File: src/rtl/img_cap_wr_ctrl.sv
// Camera byte-stream capture to RAM write port 0: RGB565 pairs -> RGB888 words at sequential addresses.
// Latency: second byte of a pixel at cycle N -> wr_en at N+1 when the pixel FIFO was empty.
// Backpressure: wr_rdy stalls the FIFO head; a pixel arriving at a full FIFO is dropped and flagged.
//
// Ports:
//   CLOCK_125_p, reset (async, active-low)
//   cap_en                      capture arm request
//   vsync, href, pix_valid,     synchronized camera framing and byte stream
//   pix_byte
//   wr_rdy / wr_en, wr_addr,    RAM write handshake, word address, {8'h00,R8,G8,B8}
//   wr_data
//   busy, frame_done,           status: active, end-of-frame pulse,
//   frame_err, overflow         sticky short-frame flag, sticky pixel-drop flag
module img_cap_wr_ctrl #(
  parameter logic [23:0] BASE_ADDR    = 24'h000000,
  parameter logic [23:0] FRAME_PIXELS = 24'd307200,
  parameter int          FIFO_DEPTH   = 16,
  parameter bit          CONTINUOUS   = 1'b0
) (
  input  logic        CLOCK_125_p,
  input  logic        reset,
  input  logic        cap_en,
  input  logic        vsync,
  input  logic        href,
  input  logic        pix_valid,
  input  logic [7:0]  pix_byte,
  input  logic        wr_rdy,
  output logic        wr_en,
  output logic [23:0] wr_addr,
  output logic [31:0] wr_data,
  output logic        busy,
  output logic        frame_done,
  output logic        frame_err,
  output logic        overflow
);

  localparam int AW = $clog2(FIFO_DEPTH);
  localparam logic [AW:0] FULL_CNT = (AW+1)'(FIFO_DEPTH);

  typedef enum logic [1:0] {ST_IDLE, ST_ARMED, ST_CAPTURE, ST_FLUSH} state_t;

  state_t      state_q;
  logic        cap_en_q, vsync_q, href_q;
  logic        phase_q;
  logic [7:0]  hi_q;
  logic [23:0] pix_cnt_q;
  logic [23:0] wr_addr_q;
  logic        frame_done_q, frame_err_q, overflow_q;
  logic [AW-1:0] rd_ptr_q, wr_ptr_q;
  logic [AW:0]   fcnt_q;

  // Pixel storage plus a per-entry skip count: the number of pixels dropped
  // immediately after this entry. Popping an entry advances the address past
  // itself and its dropped successors, so addresses track pixel position.
  logic [23:0] mem_pix_q  [FIFO_DEPTH];
  logic [23:0] mem_skip_q [FIFO_DEPTH];

  logic        byte_acc, pix_fire, push, pop, drop, last_pix;
  logic        fifo_empty, fifo_full;
  logic        vs_rise, vs_fall, href_fall, arm_req;
  logic [4:0]  r5, b5;
  logic [5:0]  g6;
  logic [23:0] pix_rgb;
  logic [23:0] head_pix, head_skip;

  always_comb begin
    fifo_empty = (fcnt_q == '0);
    fifo_full  = (fcnt_q == FULL_CNT);
    byte_acc   = (state_q == ST_CAPTURE) && pix_valid && href;
    pix_fire   = byte_acc && phase_q;
    pop        = !fifo_empty && wr_rdy;
    // A full FIFO that pops this cycle still has room for the new pixel.
    push       = pix_fire && (!fifo_full || pop);
    drop       = pix_fire && fifo_full && !pop;
    last_pix   = pix_fire && (pix_cnt_q == FRAME_PIXELS - 24'd1);
    vs_rise    = vsync && !vsync_q;
    vs_fall    = !vsync && vsync_q;
    href_fall  = href_q && !href;
    arm_req    = CONTINUOUS ? cap_en : (cap_en && !cap_en_q);

    r5      = hi_q[7:3];
    g6      = {hi_q[2:0], pix_byte[7:5]};
    b5      = pix_byte[4:0];
    pix_rgb = {r5, r5[4:2], g6, g6[5:4], b5, b5[4:2]};

    head_pix  = mem_pix_q[rd_ptr_q];
    head_skip = mem_skip_q[rd_ptr_q];
  end

  assign wr_en      = !fifo_empty;
  assign wr_addr    = wr_addr_q;
  assign wr_data    = fifo_empty ? 32'h0 : {8'h00, head_pix};
  assign busy       = (state_q != ST_IDLE);
  assign frame_done = frame_done_q;
  assign frame_err  = frame_err_q;
  assign overflow   = overflow_q;

  // Storage needs no reset: the pointers define validity and wr_data is
  // masked while empty.
  always_ff @(posedge CLOCK_125_p) begin
    if (push) begin
      mem_pix_q[wr_ptr_q]  <= pix_rgb;
      mem_skip_q[wr_ptr_q] <= 24'd0;
    end
    // Drops only happen when full without a pop, so the newest entry is
    // never the one being popped.
    if (drop) begin
      mem_skip_q[wr_ptr_q - AW'(1)] <= mem_skip_q[wr_ptr_q - AW'(1)] + 24'd1;
    end
  end

  always_ff @(posedge CLOCK_125_p or negedge reset) begin
    if (!reset) begin
      state_q      <= ST_IDLE;
      cap_en_q     <= 1'b0;
      vsync_q      <= 1'b0;
      href_q       <= 1'b0;
      phase_q      <= 1'b0;
      hi_q         <= 8'h00;
      pix_cnt_q    <= 24'd0;
      wr_addr_q    <= BASE_ADDR;
      frame_done_q <= 1'b0;
      frame_err_q  <= 1'b0;
      overflow_q   <= 1'b0;
      rd_ptr_q     <= '0;
      wr_ptr_q     <= '0;
      fcnt_q       <= '0;
    end else begin
      cap_en_q     <= cap_en;
      vsync_q      <= vsync;
      href_q       <= href;
      frame_done_q <= 1'b0;

      if (push) wr_ptr_q <= wr_ptr_q + AW'(1);
      if (pop) begin
        rd_ptr_q  <= rd_ptr_q + AW'(1);
        wr_addr_q <= wr_addr_q + 24'd1 + head_skip;
      end
      case ({push, pop})
        2'b10:   fcnt_q <= fcnt_q + 1'b1;
        2'b01:   fcnt_q <= fcnt_q - 1'b1;
        default: fcnt_q <= fcnt_q;
      endcase
      if (drop) overflow_q <= 1'b1;

      // An odd trailing byte at end of line is discarded by the phase reset.
      if (href_fall) begin
        phase_q <= 1'b0;
      end else if (byte_acc) begin
        phase_q <= ~phase_q;
        if (!phase_q) hi_q <= pix_byte;
      end
      // Dropped pixels still count so later pixels keep their positions.
      if (pix_fire) pix_cnt_q <= pix_cnt_q + 24'd1;

      case (state_q)
        ST_IDLE: begin
          if (arm_req) begin
            state_q     <= ST_ARMED;
            frame_err_q <= 1'b0;
          end
        end
        ST_ARMED: begin
          // Wait for a fresh frame start; a frame already running is skipped.
          if (vs_fall) begin
            state_q   <= ST_CAPTURE;
            pix_cnt_q <= 24'd0;
            phase_q   <= 1'b0;
            wr_addr_q <= BASE_ADDR;
          end
        end
        ST_CAPTURE: begin
          if (last_pix) begin
            state_q <= ST_FLUSH;
          end else if (vs_rise) begin
            frame_err_q <= 1'b1;
            state_q     <= ST_FLUSH;
          end
        end
        ST_FLUSH: begin
          if (fifo_empty) begin
            frame_done_q <= 1'b1;
            if (CONTINUOUS && cap_en) begin
              state_q     <= ST_ARMED;
              frame_err_q <= 1'b0;
            end else begin
              state_q <= ST_IDLE;
            end
          end
        end
        default: state_q <= ST_IDLE;
      endcase
    end
  end

endmodule

File: config.mk
export PLATFORM = sky130hd
export DESIGN_NAME = img_cap_wr_ctrl
export DESIGN_NICKNAME = d
export VERILOG_FILES = /design/src/rtl/img_cap_wr_ctrl.sv
export SDC_FILE = /design/constraint.sdc
export NUM_CORES = 1
export LEC_CHECK = 0
export ABC_AREA = 1
export BUFFER_PORTS_ARGS = -buffer_cell sky130_fd_sc_hd__buf_4
export CAP_MARGIN = 15
export CORE_MARGIN = 4
export CORE_UTILIZATION = 60
export CTS_CLUSTER_SIZE = 16
export DETAILED_ROUTE_END_ITERATION = 12
export PLACE_DENSITY_LB_ADDON = 0.08
export REMOVE_ABC_BUFFERS = 1
export SLEW_MARGIN = 20
export SYNTH_ARGS = -nofsm -noshare
export SYNTH_HDL_FRONTEND = slang
export SYNTH_SLANG_ARGS = --single-unit
File: constraint.sdc
create_clock -name CLOCK_125_p -period 7.2 [get_ports CLOCK_125_p]
set_input_delay 0.36 -clock CLOCK_125_p [delete_from_list [all_inputs] [get_ports CLOCK_125_p]]
set_output_delay 0.36 -clock CLOCK_125_p [all_outputs]
set_load 0.05 [all_outputs]
* After elaboration in Yosys (flattened, before gate mapping)
Memory sizes are Yosys's and may differ from the RTL's.
Cells that the tools add are included.
W data, S select, Z words.
** Operators by class
- Reduce and logical (&&, ||, !) cells :: 29
- Multiplexer cells :: 31
- Add/subtract/negate cells :: 9
- Bitwise operators :: 2
- Equal/unequal tests :: 13
** Operators by type and width (count)
- $mux W24 :: 8
- $add A24 B1 Y24 const B :: 3
- $add A24 B24 Y24 :: 1
- $eq A24 B19 Y1 const B :: 1
- $reduce_or A24 Y1 :: 1
- $mux W1 :: 14
- $logic_and A1 B1 Y1 :: 12
- $mux W2 :: 5
- $ne A2 B2 Y1 const B :: 5
- $pmux W5 S2 :: 1
- $add A4 B1 Y4 const B :: 2
- $pmux W2 S4 :: 1
- $reduce_and A4 Y1 :: 2
- $logic_not A1 Y1 :: 7
- $eq A2 B2 Y1 const B :: 3
- $reduce_bool A2 Y1 :: 3
- $add A5 B1 Y5 const B :: 1
- $eq A5 B5 Y1 const B :: 1
- $logic_not A5 Y1 :: 1
- $sub A5 B1 Y5 const B :: 1
- $eq A2 B1 Y1 const B :: 2
- $mux W4 :: 1
- $sub A4 B1 Y4 const B :: 1
- $ne A3 B3 Y1 const B :: 1
- 5 further kinds :: 6
** Storage, ports and cells
- RAM bits :: 768
- Memories :: 2
- Bits of input ports :: 15
- Output and inout bits :: 61
- Register bits :: 78
** Memory list
- mem_pix_q :: depth 16, bits a word 24, read ports 1, clocked after Yosys merged registers in 0, write ports 1, line 55 : logic [23:0] mem_pix_q [FIFO_DEPTH];
- mem_skip_q :: depth 16, bits a word 24, read ports 2, clocked after Yosys merged registers in 0, write ports 1, line 56 : logic [23:0] mem_skip_q [FIFO_DEPTH];

* Longest topological paths before layout
- Depth after elaboration :: 10
- Depth in mapped cells :: 26
- Depth with buffers taken out :: 24

* Worst setup path before layout
OpenSTA, ideal clock, no wires.
- Path kind :: register to register
- Start point :: reg wr_ptr_q[0]
- End point :: mem mem_skip_q[10][0], enable pin
- Clock period less this slack :: 3855 ps
- Arrival :: 3450 ps
- Stages on the path, launching flop included :: 15
- Required time :: 6795 ps
- Setup slack :: 3345 ps
- Cells stage by stage :: dfrtp_1 -> buf_6 -> inv_4 -> buf_2 -> buf_4 -> buf_2 -> ha_1 -> inv_1 -> buf_2 -> buf_2 -> buf_2 -> nand2_1 -> o21ai_0 -> nand3_1 -> nor2_1
** Between the ends
- Cells in the longest elaborated chain, start to end :: 2
** RTL lines
- from (decl) :: line 49 : logic [AW-1:0] rd_ptr_q, wr_ptr_q;
- from (signal assigned) :: line 134 : if (push) wr_ptr_q <= wr_ptr_q + AW'(1);
- $sub A4 B1 Y4 :: line 108 : mem_skip_q[wr_ptr_q - AW'(1)] <= mem_skip_q[wr_ptr_q - AW'(1)] + 24'd1;
- $mux W4 (no source line) *
- to (decl) :: line 56
Every way passes the cells marked *; elsewhere a longest branch is shown, timed or not.

* Worst setup path after layout
- Start point :: reg wr_ptr_q[0]
- End point :: mem mem_skip_q[10][15] (data pin)
** Between the ends
- Cells in the longest elaborated chain, start to end :: 4
** RTL lines (line)
- $sub A4 B1 Y4 :: 108
- $mem_v2 Z16 W24
- $add A24 B1 Y24 :: 108
- $mux W24 (no source line)
No other way between the ends.

==> flow_summary_export.csv <==
group,metric,value,unit
clocking,cts.reportedPaths.clkPinSlew,0.06,ns
synth,synthSimpleGateAreaFrac,19.39,%
synth,synth_area_leader_cell,"edfxtp_1",
clocking,clk_path_buf_depth,3,
sta,setup_viol,0,
worst_setup_path,worstPathMaxFanout,57,
routing,drc,0,
placed_design,place_congestion,0.9636,
synth,yosysTopAreaCellShare,55.30,%
placed_design,dp_cells,4151,
sta,worst_pin_slew,1.219,ns
clocking,clock_latency,0.64,ns
floorplanning,die_x,248.7,um
synth,synth_edf_count,640,
floorplanning,initial_core_util,61.16,%
layout,final_core_util,67.77,%
sta,fin_crit,5.558,ns
synth,synthAdderAreaFrac,1.555,%
floorplanning,fp.coreArea,0.05682,mm^2
synth,ys_ff_latch,718,
sta,timing.fmax,179.9,MHz
sta,skew,0.02476,ns
flow_run,cap_violations,0,
worst_setup_path,path_common_cell,"nand3_1",
sta,slew_viol_final,0,
floorplanning,row_count,87,
worst_setup_path,worst_ep_required_time,7.47,ns
clocking,numCtsBuffers,77,
global_routing,antenna_found_initial,1,
synth,seq_area_frac_synth,60.92,%
worst_setup_path,critical_path.endpoint_type,"flip-flop",
run_status,status,"completed",
global_routing,grtUsageTotal,32.02,%
power_and_ir_drop,p_leak,0.01404,uW
power_and_ir_drop,power_frac_seq,27.9,%
routing,vias_per_cell,6.419,
layout,drive_gt1_share,9.794,%
floorplanning,dieArea,0.06184,mm^2
synth,synth_compound_area_share,11.51,%
routing,totalWireLength,102300,um
global_routing,grt_pass1_vias,27020,
synth,synth_top_family_by_area,"simple AND/OR/NAND/NOR gates",
power_and_ir_drop,sw_frac_of_total,47.22,%
worst_setup_path,cp_slowest_cell,"nor2_1",
synth,synthArstFlopShare,10.86,%
clocking,cts_tree,"done",
worst_setup_path,crit_arrival,5.83,ns
layout,final_cells,4300,
global_routing,grt_pass1_wl,154100,um
synth,synth_area,0.03475,mm^2
layout,nets,3536,
synth,ys_warn_count,0,
synth,netlist_instances,3503,
sta,hold_viol_final,0,
worst_setup_path,critPathLaunchType,"flip-flop",
layout,num-fill-cells,4228,
synth,syn_avg_cell_area,9.921,um^2
sta,grt_setup_unrepaired,"false",
routing,drtPass1Iterations,9,
placed_design,io_buffers,67,
synth,ys_types,50,
routing,routedWlPerCell,23.78,um
synth,synth.area.top_cells,"edfxtp_1, nand2_1, nand3_1",
routing,first_iter_violations,3301,
clocking,root_buffer,"clkbuf_16",
power_and_ir_drop,cell_internal_pwr,9931,uW
layout,syn2layout_area_growth,10.80,%
clocking,htree_levels,3,
min_path,hold_class,"input port to flip-flop",
routing,ant_nets,0,
power_and_ir_drop,p_sw,8884,uW
worst_setup_path,cp_cell_sequence,"inv_6 -> ha_4 -> inv_2 -> buf_4 -> nand3_1 -> nand3_1 -> nand3_1 -> nand2_1 -> nor2_4 -> inv_2 -> nor2_4 -> nand2_2 -> o21ai_1 -> nand2_1 -> nor2_1",
worst_setup_path,slowest_delay,0.86,ns
worst_setup_path,criticalPathCategory,"flip-flop to flip-flop",
synth,synthFlopType,"edfxtp_1",
clocking,post-cts-setup-buffers,0,
power_and_ir_drop,clockPowerShare,22.1,%
power_and_ir_drop,power_density,488.6,mW/mm^2
global_routing,grt_max_degree,139,
synth,synthMuxAreaShare,0.2592,%
power_and_ir_drop,p_comb_share,50.1,%
sta,post-route-period-util,77.20,%
routing,vias,27600,
sta,holdWs,0.03503,ns
placed_design,dp_hpwl,57210,um
sta,maxSlewHeadroom,18.61,%
global_routing,overflow,0,
clocking,clock-sinks,718,
floorplanning,die_y,248.7,um
floorplanning,boundaryPins,76,
power_and_ir_drop,ir_drop,0.6637,mV
synth,synth_xor_area_share,0.7524,%
==> cell type report <==
class                   instances  area [um^2]  area share (%)
repair buffers                129         1066           2.768
multi-input cells            2350        11880           30.86
clock buffers                 102         2092           5.433
clock inverters                41        551.8           1.433
inverters                     203        779.5           2.024
flip-flops and latches        718        21190           55.02
well taps                     756        945.9           2.456
diodes                          1        2.502        0.006499
==> layer usage <==
layer	up-vias	global-route usage, %	wire [um]
li1	12310	-	-
met1	13250	40.97	38450
met2	1698	53.27	48210
met3	339	6.823	11040
met4	0	13.93	4562
met5	-	0	0
==> flip-flops by register name (all words and copies together) (netlist names) <==
signal and flops:
frame_done 1, vsync_q 1, rd_ptr_q 4, overflow 1
phase_q 1, wr_ptr_q 4, fcnt_q 5, href_q 1
mem_pix_q 256, wr_addr 24, hi_q 8, frame_err 1
state_q 2, cap_en_q 1, pix_cnt_q 24, mem_skip_q 384
==> worst paths after layout <==
check	slack [ns]	startpoint	to	depth (start not counted)
max	1.64	wr_ptr_q[0]	mem_skip_q[10][15]	15
min	0.04	pix_byte[0]	mem_pix_q[0][3]	1
max reg2reg	1.64	wr_ptr_q[0]	mem_skip_q[10][15]	15
min reg2reg	0.51	fcnt_q[4]	fcnt_q[4]	1
max in group asynchronous	5.77	reset	rd_ptr_q[2]	3
min in group asynchronous	0.14	reset	frame_done	2
==> critical path, delay by kind of cell (launching register included) <==
kind / cells / cell delay [ns]
compound gates: 1 / 0.14
flops: 1 / 0.75
fa+ha+maj: 1 / 0.82
buf+inv: 4 / 1.43
simple gates: 9 / 1.91
==> cell families after synthesis <==
kind of cell,count (synthesis)
AND/OR/NAND/NOR,1578
adder cells (fa/ha/maj),42
multiplexers,8
buffers and inverters,442
AO/OA/AOI/OAI,685
XOR/XNOR,29
flip-flops,718
other,1
==> power groups by stage <==
stage,sequential [uW],combinational [uW],clock (uW)
3_5_place_dp,5310,9140,0
5_1_grt,5270,10200,4350
4_1_cts,5230,9210,4170
2_1_floorplan,5680,5950,0
3_3_place_gp,5300,8980,0
6_report,5250,9420,4150
==> what timing repair did <==
| item | CTS | global route |
|---|---|---|
| gates resized for setup | 0 | 0 |
| setup endpoints to repair | 0 | 0 |
| hold endpoints to repair | 20 | 0 |
| hold buffers | 4 | 0 |
==> layout by cell type (no fill, tap or decap), drive strengths merged, types with 2 or more instances in the layout <==
| cell | count |
|---|---|
| a211oi | 4 |
| a21boi | 2 |
| a21o | 3 |
| a21oi | 110 |
| a31oi | 7 |
| buf | 125 |
| bufinv | 11 |
| clkbuf | 102 |
| clkinv | 25 |
| clkinvlp | 3 |
| conb | 8 |
| dfrtp | 78 |
| dlygate4sd3 | 4 |
| edfxtp | 640 |
| fa | 2 |
| ha | 40 |
| inv | 205 |
| mux2 | 8 |
| nand2 | 598 |
| nand3 | 432 |
| nand3b | 2 |
| nand4 | 19 |
| nor2 | 486 |
| nor3 | 20 |
| nor3b | 3 |
| nor4 | 8 |
| o211ai | 31 |
| o21a | 2 |
| o21ai | 383 |
| o21bai | 5 |
| o221ai | 107 |
| o22ai | 29 |
| or2 | 9 |
| xnor2 | 9 |
| xor2 | 20 |
==> Yosys cell counts, types with 3 or more instances <==
library cell	instances
edfxtp_1	640
nand2_1	583
nor2_1	470
nand3_1	430
o21ai_0	376
inv_1	195
clkbuf_1	134
a21oi_1	110
o221ai_1	107
dfrtp_1	78
buf_4	45
ha_1	40
buf_2	37
o211ai_1	31
o22ai_1	29
nor3_1	20
nand4_1	19
xor2_1	19
buf_1	14
nand2_2	13
nor2_2	9
or2_2	9
xnor2_1	9
buf_6	8
mux2_2	8
a31oi_1	7
nor2_4	7
nor4_1	7
o21ai_1	7
o21bai_1	5
a211oi_1	4
inv_2	4
a21o_1	3
clkinv_1	3
nor3b_1	3
==> stage by stage <==
step	TNS (ns)	power, uW	cell area (um^2)	setup WS, ns
6_report	0	18810	38510	1.642
5_1_grt	0	19840	38500	1.360
3_5_place_dp	0	14460	35760	1.849
3_3_place_gp	0	14280	35650	1.971
4_1_cts	0	18610	38440	1.813
2_1_floorplan	-3033.44	11630	33600	-6.476
Power figures use the tool's default switching activity.
